$ cat config.mk
export PLATFORM = sky130hd
export DESIGN_NAME = uart_tx_sched
export DESIGN_NICKNAME = d
export VERILOG_FILES = /design/src/rtl/uart_tx_sched_pkg.sv /design/src/rtl/uart_tx_sched_rr_arbiter.sv /design/src/rtl/uart_tx_sched.sv
export SDC_FILE = /design/constraint.sdc
export NUM_CORES = 1
export LEC_CHECK = 0
export ABC_AREA = 0
export ABC_CLOCK_PERIOD_IN_PS = 4600
export BUFFER_PORTS_ARGS = -buffer_cell sky130_fd_sc_hd__clkbuf_2
export CAP_MARGIN = 20
export CORE_MARGIN = 1.5
export CORE_UTILIZATION = 50
export DETAILED_ROUTE_END_ITERATION = 7
export GPL_TIMING_DRIVEN = 0
export PLACE_DENSITY_LB_ADDON = 0.3
export SETUP_SLACK_MARGIN = 0.2
export SLEW_MARGIN = 20
export SYNTH_ARGS = -nofsm -noshare
export SYNTH_HDL_FRONTEND = slang
export SYNTH_SLANG_ARGS = --single-unit
$ cat constraint.sdc
create_clock -name i_clk -period 4.6 [get_ports i_clk]
set_clock_uncertainty 0.1 [all_clocks]
set_input_delay 0.23 -clock i_clk [delete_from_list [all_inputs] [get_ports i_clk]]
set_output_delay 0.23 -clock i_clk [all_outputs]
set_load 0.01 [all_outputs]
$ cat src/rtl/uart_tx_sched_pkg.sv
// Shared types and constants for the uart_tx scheduler: FSM state codes,
// frame geometry and the index-width helper used by the arbiter and the top.
package uart_tx_sched_pkg;

    typedef enum logic [1:0] {
        S_IDLE      = 2'd0,
        S_ISSUE     = 2'd1,
        S_WAIT_BUSY = 2'd2,
        S_WAIT_DONE = 2'd3
    } state_t;

    // start, 8 data bits, parity, stop
    localparam int UART_FRAME_BITS = 11;
    localparam int DEFAULT_NUM_REQ = 4;

    function automatic int idx_width(input int n);
        return (n > 1) ? $clog2(n) : 1;
    endfunction

endpackage

$ cat src/rtl/uart_tx_sched_rr_arbiter.sv
// Combinational round-robin arbiter: rotate the request vector by the pointer,
// pick the lowest set bit, then rotate the index back into requester space.
module uart_tx_sched_rr_arbiter
    import uart_tx_sched_pkg::*;
#(
    parameter int NUM_REQ = DEFAULT_NUM_REQ,
    parameter int IW      = idx_width(NUM_REQ)
) (
    input  logic [NUM_REQ-1:0] req,
    input  logic [IW-1:0]      ptr,
    output logic [NUM_REQ-1:0] win_oh,
    output logic [IW-1:0]      win_idx,
    output logic               any_valid
);

    logic [NUM_REQ-1:0] rot;
    logic [IW-1:0]      pe;
    logic [IW:0]        sum;

    always_comb begin
        rot = NUM_REQ'({req, req} >> ptr);
        pe  = '0;
        for (int k = NUM_REQ - 1; k >= 0; k--) begin
            if (rot[k]) pe = IW'(k);
        end
        sum = {1'b0, ptr} + {1'b0, pe};
        if (sum >= (IW+1)'(NUM_REQ)) sum = sum - (IW+1)'(NUM_REQ);
    end

    assign any_valid = |req;
    assign win_idx   = sum[IW-1:0];
    assign win_oh    = any_valid ? (NUM_REQ'(1) << win_idx) : '0;

endmodule

$ cat src/rtl/uart_tx_sched.sv
// Shares one uart_tx serializer among NUM_REQ byte streams: round-robin pick,
// one-cycle start pulse, then follow ready_tx through busy and back to idle.
module uart_tx_sched
    import uart_tx_sched_pkg::*;
#(
    parameter int NUM_REQ      = DEFAULT_NUM_REQ,
    parameter bit LOCK_PKT     = 1'b1,
    parameter int BUSY_TIMEOUT = 4
) (
    input  logic                 i_clk,
    input  logic                 i_rst_n,
    input  logic [NUM_REQ-1:0]   req_valid,
    input  logic [8*NUM_REQ-1:0] req_data,
    input  logic [NUM_REQ-1:0]   req_last,
    output logic [NUM_REQ-1:0]   req_ready,
    output logic [7:0]           tx_data,
    output logic                 tx_valid,
    input  logic                 tx_ready,
    output logic [NUM_REQ-1:0]   grant,
    output logic                 busy,
    output logic                 err_timeout,
    output logic [1:0]           dbg_state
);

    localparam int IW = idx_width(NUM_REQ);
    localparam int CW = $clog2(BUSY_TIMEOUT) + 1;
    localparam logic [CW-1:0] CNT_LAST = CW'(BUSY_TIMEOUT - 1);

    state_t             state, state_nxt;
    logic [IW-1:0]      rr_ptr, rr_ptr_nxt;
    logic               lock, lock_nxt;
    logic [CW-1:0]      cnt, cnt_nxt;
    logic [7:0]         tx_data_nxt;
    logic               tx_valid_nxt;
    logic [NUM_REQ-1:0] req_ready_nxt;
    logic [NUM_REQ-1:0] grant_nxt;
    logic               busy_nxt;
    logic               err_nxt;

    logic [NUM_REQ-1:0] elig;
    logic [NUM_REQ-1:0] win_oh;
    logic [IW-1:0]      win_idx;
    logic [IW-1:0]      ptr_inc;
    logic               win_any;
    logic [7:0]         win_data;
    logic               win_last;
    logic               timeout_hit;

    // While a packet is locked the held grant doubles as the eligibility mask.
    assign elig = req_valid & {NUM_REQ{tx_ready}} & (lock ? grant : {NUM_REQ{1'b1}});

    uart_tx_sched_rr_arbiter #(
        .NUM_REQ (NUM_REQ),
        .IW      (IW)
    ) u_arb (
        .req       (elig),
        .ptr       (rr_ptr),
        .win_oh    (win_oh),
        .win_idx   (win_idx),
        .any_valid (win_any)
    );

    always_comb begin
        win_data = '0;
        win_last = 1'b0;
        for (int k = 0; k < NUM_REQ; k++) begin
            if (win_oh[k]) begin
                win_data = req_data[8*k +: 8];
                win_last = req_last[k];
            end
        end
    end

    assign ptr_inc     = (win_idx == IW'(NUM_REQ - 1)) ? '0 : win_idx + IW'(1);
    assign timeout_hit = (state == S_WAIT_BUSY) && tx_ready && (cnt == CNT_LAST);
    assign dbg_state   = state;

    always_ff @(posedge i_clk or negedge i_rst_n) begin
        if (!i_rst_n) state <= S_IDLE;
        else          state <= state_nxt;
    end

    always_comb begin
        state_nxt = state;
        case (state)
            S_IDLE:      if (win_any) state_nxt = S_ISSUE;
            S_ISSUE:     state_nxt = S_WAIT_BUSY;
            S_WAIT_BUSY: begin
                if (!tx_ready)        state_nxt = S_WAIT_DONE;
                else if (timeout_hit) state_nxt = S_IDLE;
            end
            S_WAIT_DONE: if (tx_ready) state_nxt = S_IDLE;
            default:     state_nxt = S_IDLE;
        endcase
    end

    always_comb begin
        tx_data_nxt   = tx_data;
        tx_valid_nxt  = 1'b0;
        req_ready_nxt = '0;
        grant_nxt     = grant;
        lock_nxt      = lock;
        rr_ptr_nxt    = rr_ptr;
        cnt_nxt       = cnt;
        err_nxt       = 1'b0;
        busy_nxt      = (state_nxt != S_IDLE);
        case (state)
            S_IDLE: begin
                if (win_any) begin
                    tx_data_nxt   = win_data;
                    tx_valid_nxt  = 1'b1;
                    req_ready_nxt = win_oh;
                    grant_nxt     = win_oh;
                    lock_nxt      = LOCK_PKT & ~win_last;
                    // The pointer only moves once the owner's packet is complete.
                    if (!lock_nxt) rr_ptr_nxt = ptr_inc;
                end
            end
            S_ISSUE: cnt_nxt = '0;
            S_WAIT_BUSY: begin
                if (tx_ready) begin
                    if (timeout_hit) begin
                        err_nxt   = 1'b1;
                        grant_nxt = '0;
                        lock_nxt  = 1'b0;
                    end else begin
                        cnt_nxt = cnt + CW'(1);
                    end
                end
            end
            S_WAIT_DONE: if (tx_ready && !lock) grant_nxt = '0;
            default: ;
        endcase
    end

    always_ff @(posedge i_clk or negedge i_rst_n) begin
        if (!i_rst_n) begin
            rr_ptr      <= '0;
            lock        <= 1'b0;
            cnt         <= '0;
            tx_data     <= '0;
            tx_valid    <= 1'b0;
            req_ready   <= '0;
            grant       <= '0;
            busy        <= 1'b0;
            err_timeout <= 1'b0;
        end else begin
            rr_ptr      <= rr_ptr_nxt;
            lock        <= lock_nxt;
            cnt         <= cnt_nxt;
            tx_data     <= tx_data_nxt;
            tx_valid    <= tx_valid_nxt;
            req_ready   <= req_ready_nxt;
            grant       <= grant_nxt;
            busy        <= busy_nxt;
            err_timeout <= err_nxt;
        end
    end

endmodule

* Word level (Yosys, flattened, before mapping)
Cells that the tools add are included.
** Storage, ports and cells
- Output and inout port bits :: 21
- Bits in registers :: 27
- Input bits :: 43
** Cells by class
- Mux-type cells :: 40
- Equality and inequality tests :: 10
- Magnitude comparators :: 1
- Bitwise logic cells :: 3
- Shifts and indexed selects :: 2
- Add/sub/neg operators :: 4
- Reduce and logical (&&, ||, !) cells :: 15
** Operators by type and width (number)
- 4-bit 2-to-1 mux :: 8
- 8-bit 2-to-1 mux :: 4
- 2-bit 2-to-1 mux :: 10
- 1-bit 2-to-1 mux :: 12
- 4-bit case mux with 3 select lines :: 1
- 4-bit AND :: 2
- 2-bit inequality test, second input constant :: 4
- 2-bit case mux with 4 select lines :: 1
- 8-bit by 2-bit right shift with 4-bit output :: 1
- 2-bit == test, second input constant :: 3
- 3-bit 2-to-1 mux :: 2
- 3-bit case mux with 2 select lines :: 1
- 3-bit AND reduction :: 2
- 2-bit nonzero test :: 3
- 5-bit AND reduction :: 1
- 4-bit AND reduction :: 1
- 4-bit OR reduction :: 1
- 1-bit by 2-bit << shifter with 4-bit output, first input constant :: 1
- 2-bit by 2-bit adder with 3-bit output :: 1
- 3-bit by 1-bit adder with 3-bit output, second input constant :: 1
- 3-bit by 2-bit == test with 1-bit output, second input constant :: 1
- 3-bit >= comparator, second input constant :: 1
- 1-bit logical AND :: 3
- 3-bit nonzero test :: 1
- other kinds (9) :: 9

* Depth between registers and ports, before layout
- Depth after elaboration :: 19
- Depth in mapped cells :: 15
- Mapped depth without buffers :: 14

* By module
A second synthesis with hierarchy kept.
** Second synthesis, totals
- Cell total of the unflattened synthesis :: 184
- Area total of the unflattened synthesis :: 1730.4 um2
** By module, submodules not included
- uart_tx_sched :: times used 1, area an instance 1403.8 um2, cells an instance 142
- uart_tx_sched_rr_arbiter :: times used 1, area an instance 326.6 um2, cells an instance 42

* Worst setup path after synthesis
Ideal clock, no wire load.
- Path type :: flip-flop to flip-flop
- Start point :: register lock
- End point :: register lock
- Arrival :: 2.743 ns
- Buffers on the path :: 1
- Setup time :: 0.092 ns
- Cell stages (with the launch flop) :: 16
- Path slack :: 1.665 ns
- Period minus slack after synthesis :: 2.935 ns
- Cell sequence :: dfrtp_1 -> inv_2 -> o211a_1 -> nor3_1 -> a311oi_1 -> o211ai_1 -> ha_1 -> inv_1 -> ha_1 -> nor2b_1 -> buf_2 -> a221o_1 -> o21ai_2 -> o21ai_1 -> or2_1 -> o31ai_2
** On the way
- Longest elaborated chain between the ends :: 19
** RTL lines
- start: declaration :: line uart_tx_sched.sv:31 : logic lock, lock_nxt;
- start signal: assignment :: line uart_tx_sched.sv:149 : lock <= lock_nxt;
- 4-bit 2-to-1 mux (*) :: line uart_tx_sched.sv:50 : assign elig = req_valid & {NUM_REQ{tx_ready}} & (lock ? grant : {NUM_REQ{1'b1}});
- 4-bit AND (*) :: line uart_tx_sched.sv:50
- 8-bit by 2-bit right shift with 4-bit output :: line uart_tx_sched_rr_arbiter.sv:21 : rot = NUM_REQ'({req, req} >> ptr);
- 2-bit 2-to-1 mux (4 in series) :: line uart_tx_sched_rr_arbiter.sv:24 : if (rot[k]) pe = IW'(k);
- 2-bit by 2-bit adder with 3-bit output :: line uart_tx_sched_rr_arbiter.sv:26 : sum = {1'b0, ptr} + {1'b0, pe};
- 3-bit >= comparator or 2-bit by 1-bit subtractor with 2-bit output (tied branches) :: line uart_tx_sched_rr_arbiter.sv:27 : if (sum >= (IW+1)'(NUM_REQ)) sum = sum - (IW+1)'(NUM_REQ);
- 2-bit 2-to-1 mux :: line uart_tx_sched_rr_arbiter.sv:27
- 1-bit by 2-bit << shifter with 4-bit output :: line uart_tx_sched_rr_arbiter.sv:32 : assign win_oh = any_valid ? (NUM_REQ'(1) << win_idx) : '0;
- 4-bit 2-to-1 mux :: line uart_tx_sched_rr_arbiter.sv:32
- 1-bit 2-to-1 mux (4 in series) :: line uart_tx_sched.sv:67 : if (win_oh[k]) begin
- 1-bit NOT :: line uart_tx_sched.sv:114 : lock_nxt = LOCK_PKT & ~win_last;
- 1-bit 2-to-1 mux :: line uart_tx_sched.sv:109 : if (win_any) begin
- 1-bit case mux with 2 select lines :: line uart_tx_sched.sv:107 : case (state)
Mark *: on every way between the ends. The rest lies on a longest branch, timed or not. The select of a mux whose other input is x is not followed.
A chain may end at the register's enable or synchronous reset.

* Worst setup path in the final report
Same ends and word-level chain as after synthesis.

==> metrics.md <==
| Metric | Value |
|---|---|
| Worst Path Arrival | `3.50 ns` |
| Number of buffers added on ports | `63` |
| R2R Path End | `lock$_DFFE_PN0P_` |
| Core box area | `0.00308 mm2` |
| Latest clock arrival within the worst-skew pair | `0.33 ns` |
| I/O pin count | `64` |
| H-tree depth | `1` |
| Endpoints failing setup | `0` |
| Area of the die | `0.00359 mm2` |
| First DRT Iteration DRCs | `155` |
| Placer Congestion | `0.808` |
| FMAX | `299 MHz` |
| WL final | `4000 um` |
| Chip Height | `59.9 um` |
| Layout area overhead | `25.2%` |
| Nets | `293` |
| CTS root buffer | `clkbuf_4` |
| R2R setup slack | `1.25 ns` |
| Max-slew headroom | `57.2%` |
| Critical path type | `reg -> reg` |
| Die width | `59.9 um` |
| Post-route ant nets | `0` |
| Initial antenna violation count | `0` |
| Setup TNS | `0 ns` |
| #FFs+latches synth | `27` |
| Worst Hold Endpoint | `tx_data[3]$_DFFE_PN0P_` |
| Cells after Synth | `174` |
| Crit. End Element | `flip-flop` |
| Initial Util | `52.6%` |
| Final hold vios | `0` |
| Mapped Area | `0.00162 mm2` |
| Startpoint Class | `flip-flop` |
| Avg Synthesized Cell Area | `9.31 um2` |
| Number of synthesized flops with an enable pin | `0` |
| Clock Path Buffers | `2` |
| Hold path startpoint | `req_data[27]` |
| Worst-path fanout max | `10` |
| Fill cells | `276` |
| CTS sink cnt | `27` |
| Area after DPL | `0.00199 mm2` |
| Measured slew at the worst slew-check pin | `0.642 ns` |
| All-layer global routing usage | `24.3%` |
| First-pass GRT wire length | `6670 um` |
| Top_reg_cell synth | `dfrtp_1` |
| Routed WL per cell | `14.0 um` |
| Total global routing overflow | `0` |
| Register area | `676 um2` |
| CP Data Required Time | `4.76 ns` |
| Yosys cell types | `46` |
| Largest net degree at the start of global routing | `28` |
| Maxcap violations | `0` |
| 1st-pass router iterations | `6` |
| Multi-input gate area | `865 um2` |
| Seq/Total Area, Yosys | `41.7%` |
| Clock slew at reported path FFs | `0.15 ns` |
| Fraction of layout cells with a size suffix above 1 | `34.7%` |
| DRC | `0` |
| Worst vdd ir | `506 uV` |
| Via count of the first global-routing pass | `1486` |
| Register-to-Register Path Depth | `14` |
| Finished Cell Area | `0.00203 mm2` |
| Worst min path class | `in -> reg` |
| CTS tree | `built` |
| Yosys warning count | `0` |
| Pwr per Cell Area | `743 mW/mm2` |
| Post-synth ARST share | `100%` |
| Num rows | `20` |
| CTS Buf Count | `3` |
| Worst reg2reg startpoint | `lock$_DFFE_PN0P_` |
| Status | `finished clean` |
| Syn nets | `224` |
| Commonest non-fill, non-tap cells in the layout | `63 x clkbuf_2, 27 x dfrtp_1, 23 x nor2_1, 23 x a21oi_1, 11 x nor3_1` |
| Hold-critical path depth | `3` |
| Routed vias | `1611` |
| Most common cell after layout, fill and taps aside | `clkbuf_2` |
| Slew Viols, Final | `0` |
| Antenna cell count | `0` |
| Lkg Pwr | `0.00103 uW` |
| Crit path time final | `3.35 ns` |
| Drt via density | `5.63` |
| Period utilization | `72.8%` |
| RSZ-0062 raised after global routing | `false` |
| HPWL after detailed placement | `3120 um` |
[cells in the mapped netlist, types with 2 or more instances]
library cell	n	area, um2
nand2_1	6	22.5
nor3_1	11	55.1
clkbuf_1	4	15.0
nand3_2	2	20.0
buf_2	4	20.0
nor2b_1	2	12.5
a21o_1	5	37.5
or2_1	2	12.5
o21ai_1	2	10.0
nor2_1	23	86.3
and2_1	3	18.8
inv_1	4	15.0
a221oi_1	8	70.1
o211ai_1	4	30.0
inv_2	2	7.51
a21oi_1	23	115
o211a_1	2	20.0
dfrtp_1	27	676
o21ai_0	5	25.0
a311oi_1	3	26.3
ha_1	7	87.6
[through the flow]
stage / hold WS, ns / std cells / utilization, % / worst slack, ns / total power (uW)
final: 0.0878 / 286 / 65.9 / 1.25 / 1510
after global routing: 0.0843 / 286 / 65.9 / 0.967 / 1670
after CTS: 0.0821 / 286 / 65.9 / 1.26 / 1510
after detailed placement: 0.188 / 281 / 64.7 / 1.30 / 1410
after global placement: 0.189 / 281 / 64.7 / 1.34 / 1390
after floorplan: -0.166 / 174 / - / 1.66 / 1140
[worst max path at each step]
stage / startpoint / end / slack, ns / cells past startpoint
2_1_floorplan: lock$_DFFE_PN0P_ / lock$_DFFE_PN0P_ / 1.66 / 15
3_3_place_gp: lock$_DFFE_PN0P_ / lock$_DFFE_PN0P_ / 1.34 / 14
3_5_place_dp: lock$_DFFE_PN0P_ / lock$_DFFE_PN0P_ / 1.30 / 14
4_1_cts: lock$_DFFE_PN0P_ / lock$_DFFE_PN0P_ / 1.26 / 14
5_1_grt: lock$_DFFE_PN0P_ / lock$_DFFE_PN0P_ / 0.97 / 14
6_report: lock$_DFFE_PN0P_ / lock$_DFFE_PN0P_ / 1.25 / 14
[metal layers]
metal	wire, um	global-route usage [%]	vias up	part of all wire [%]
met5	0	0	-	0
met4	13	6.98	0	0.32
met3	244	2.81	2	6.1
met2	1850	38.2	67	46
met1	1900	35.3	754	47
li1	-	-	788	-
[sequential cells by signal, summed over array words and instances (netlist names)]
name / cells
req_ready: 4
err_timeout: 1
tx_valid: 1
busy: 1
cnt: 3
dbg_state: 2
lock: 1
grant: 4
tx_data: 8
rr_ptr: 2
[cells by family after synthesis]
kind of cell,Yosys count,synth area share [%]
muxes,1,0.695
xor gates and xnor gates,2,1.08
buffers and inverters,17,4.94
adders and majority gates,7,5.41
AOI/OAI and AO/OA,65,29.3
and+or+nand+nor,55,16.9
DFF,27,41.7
[worst max-delay path, cell delays in order (launching register included)]
cell and delay, ns:
dfrtp_1 0.43, inv_2 0.14, o211a_1 0.26, nor3_1 0.07, a311oi_1 0.25, o211ai_1 0.14
ha_1 0.23, xnor2_1 0.24, ha_1 0.18, buf_2 0.21, clkinv_1 0.33, o21ai_2 0.30
o21ai_1 0.12, or2_1 0.24, o31ai_2 0.06
[cell type report]
class,instances,share of cell area (%)
Multi-Input combinational cell,130,42.6
Sequential cell,27,33.3
Timing Repair Buffer,64,16.0
Tap cell,44,2.71
Buffer,10,2.65
Inverter,7,1.30
Clock buffer,3,1.11
Clock inverter,1,0.247
[where the power goes]
| part | switching (uW) | leakage [uW] | internal [uW] | total (uW) |
|---|---|---|---|---|
| registers | 63.6 | 0.000334 | 320 | 384 |
| clock network | 72.1 | 0.0000177 | 32.6 | 105 |
| logic | 599 | 0.000681 | 419 | 1020 |
[repair_timing]
action / in CTS / in global routing
resized for setup: 0 / 0
hold buffers: 1 / 0
buffers inserted: 0 / 0
hold endpoints to repair: 27 / 0
Power figures use the tool's default switching activity.
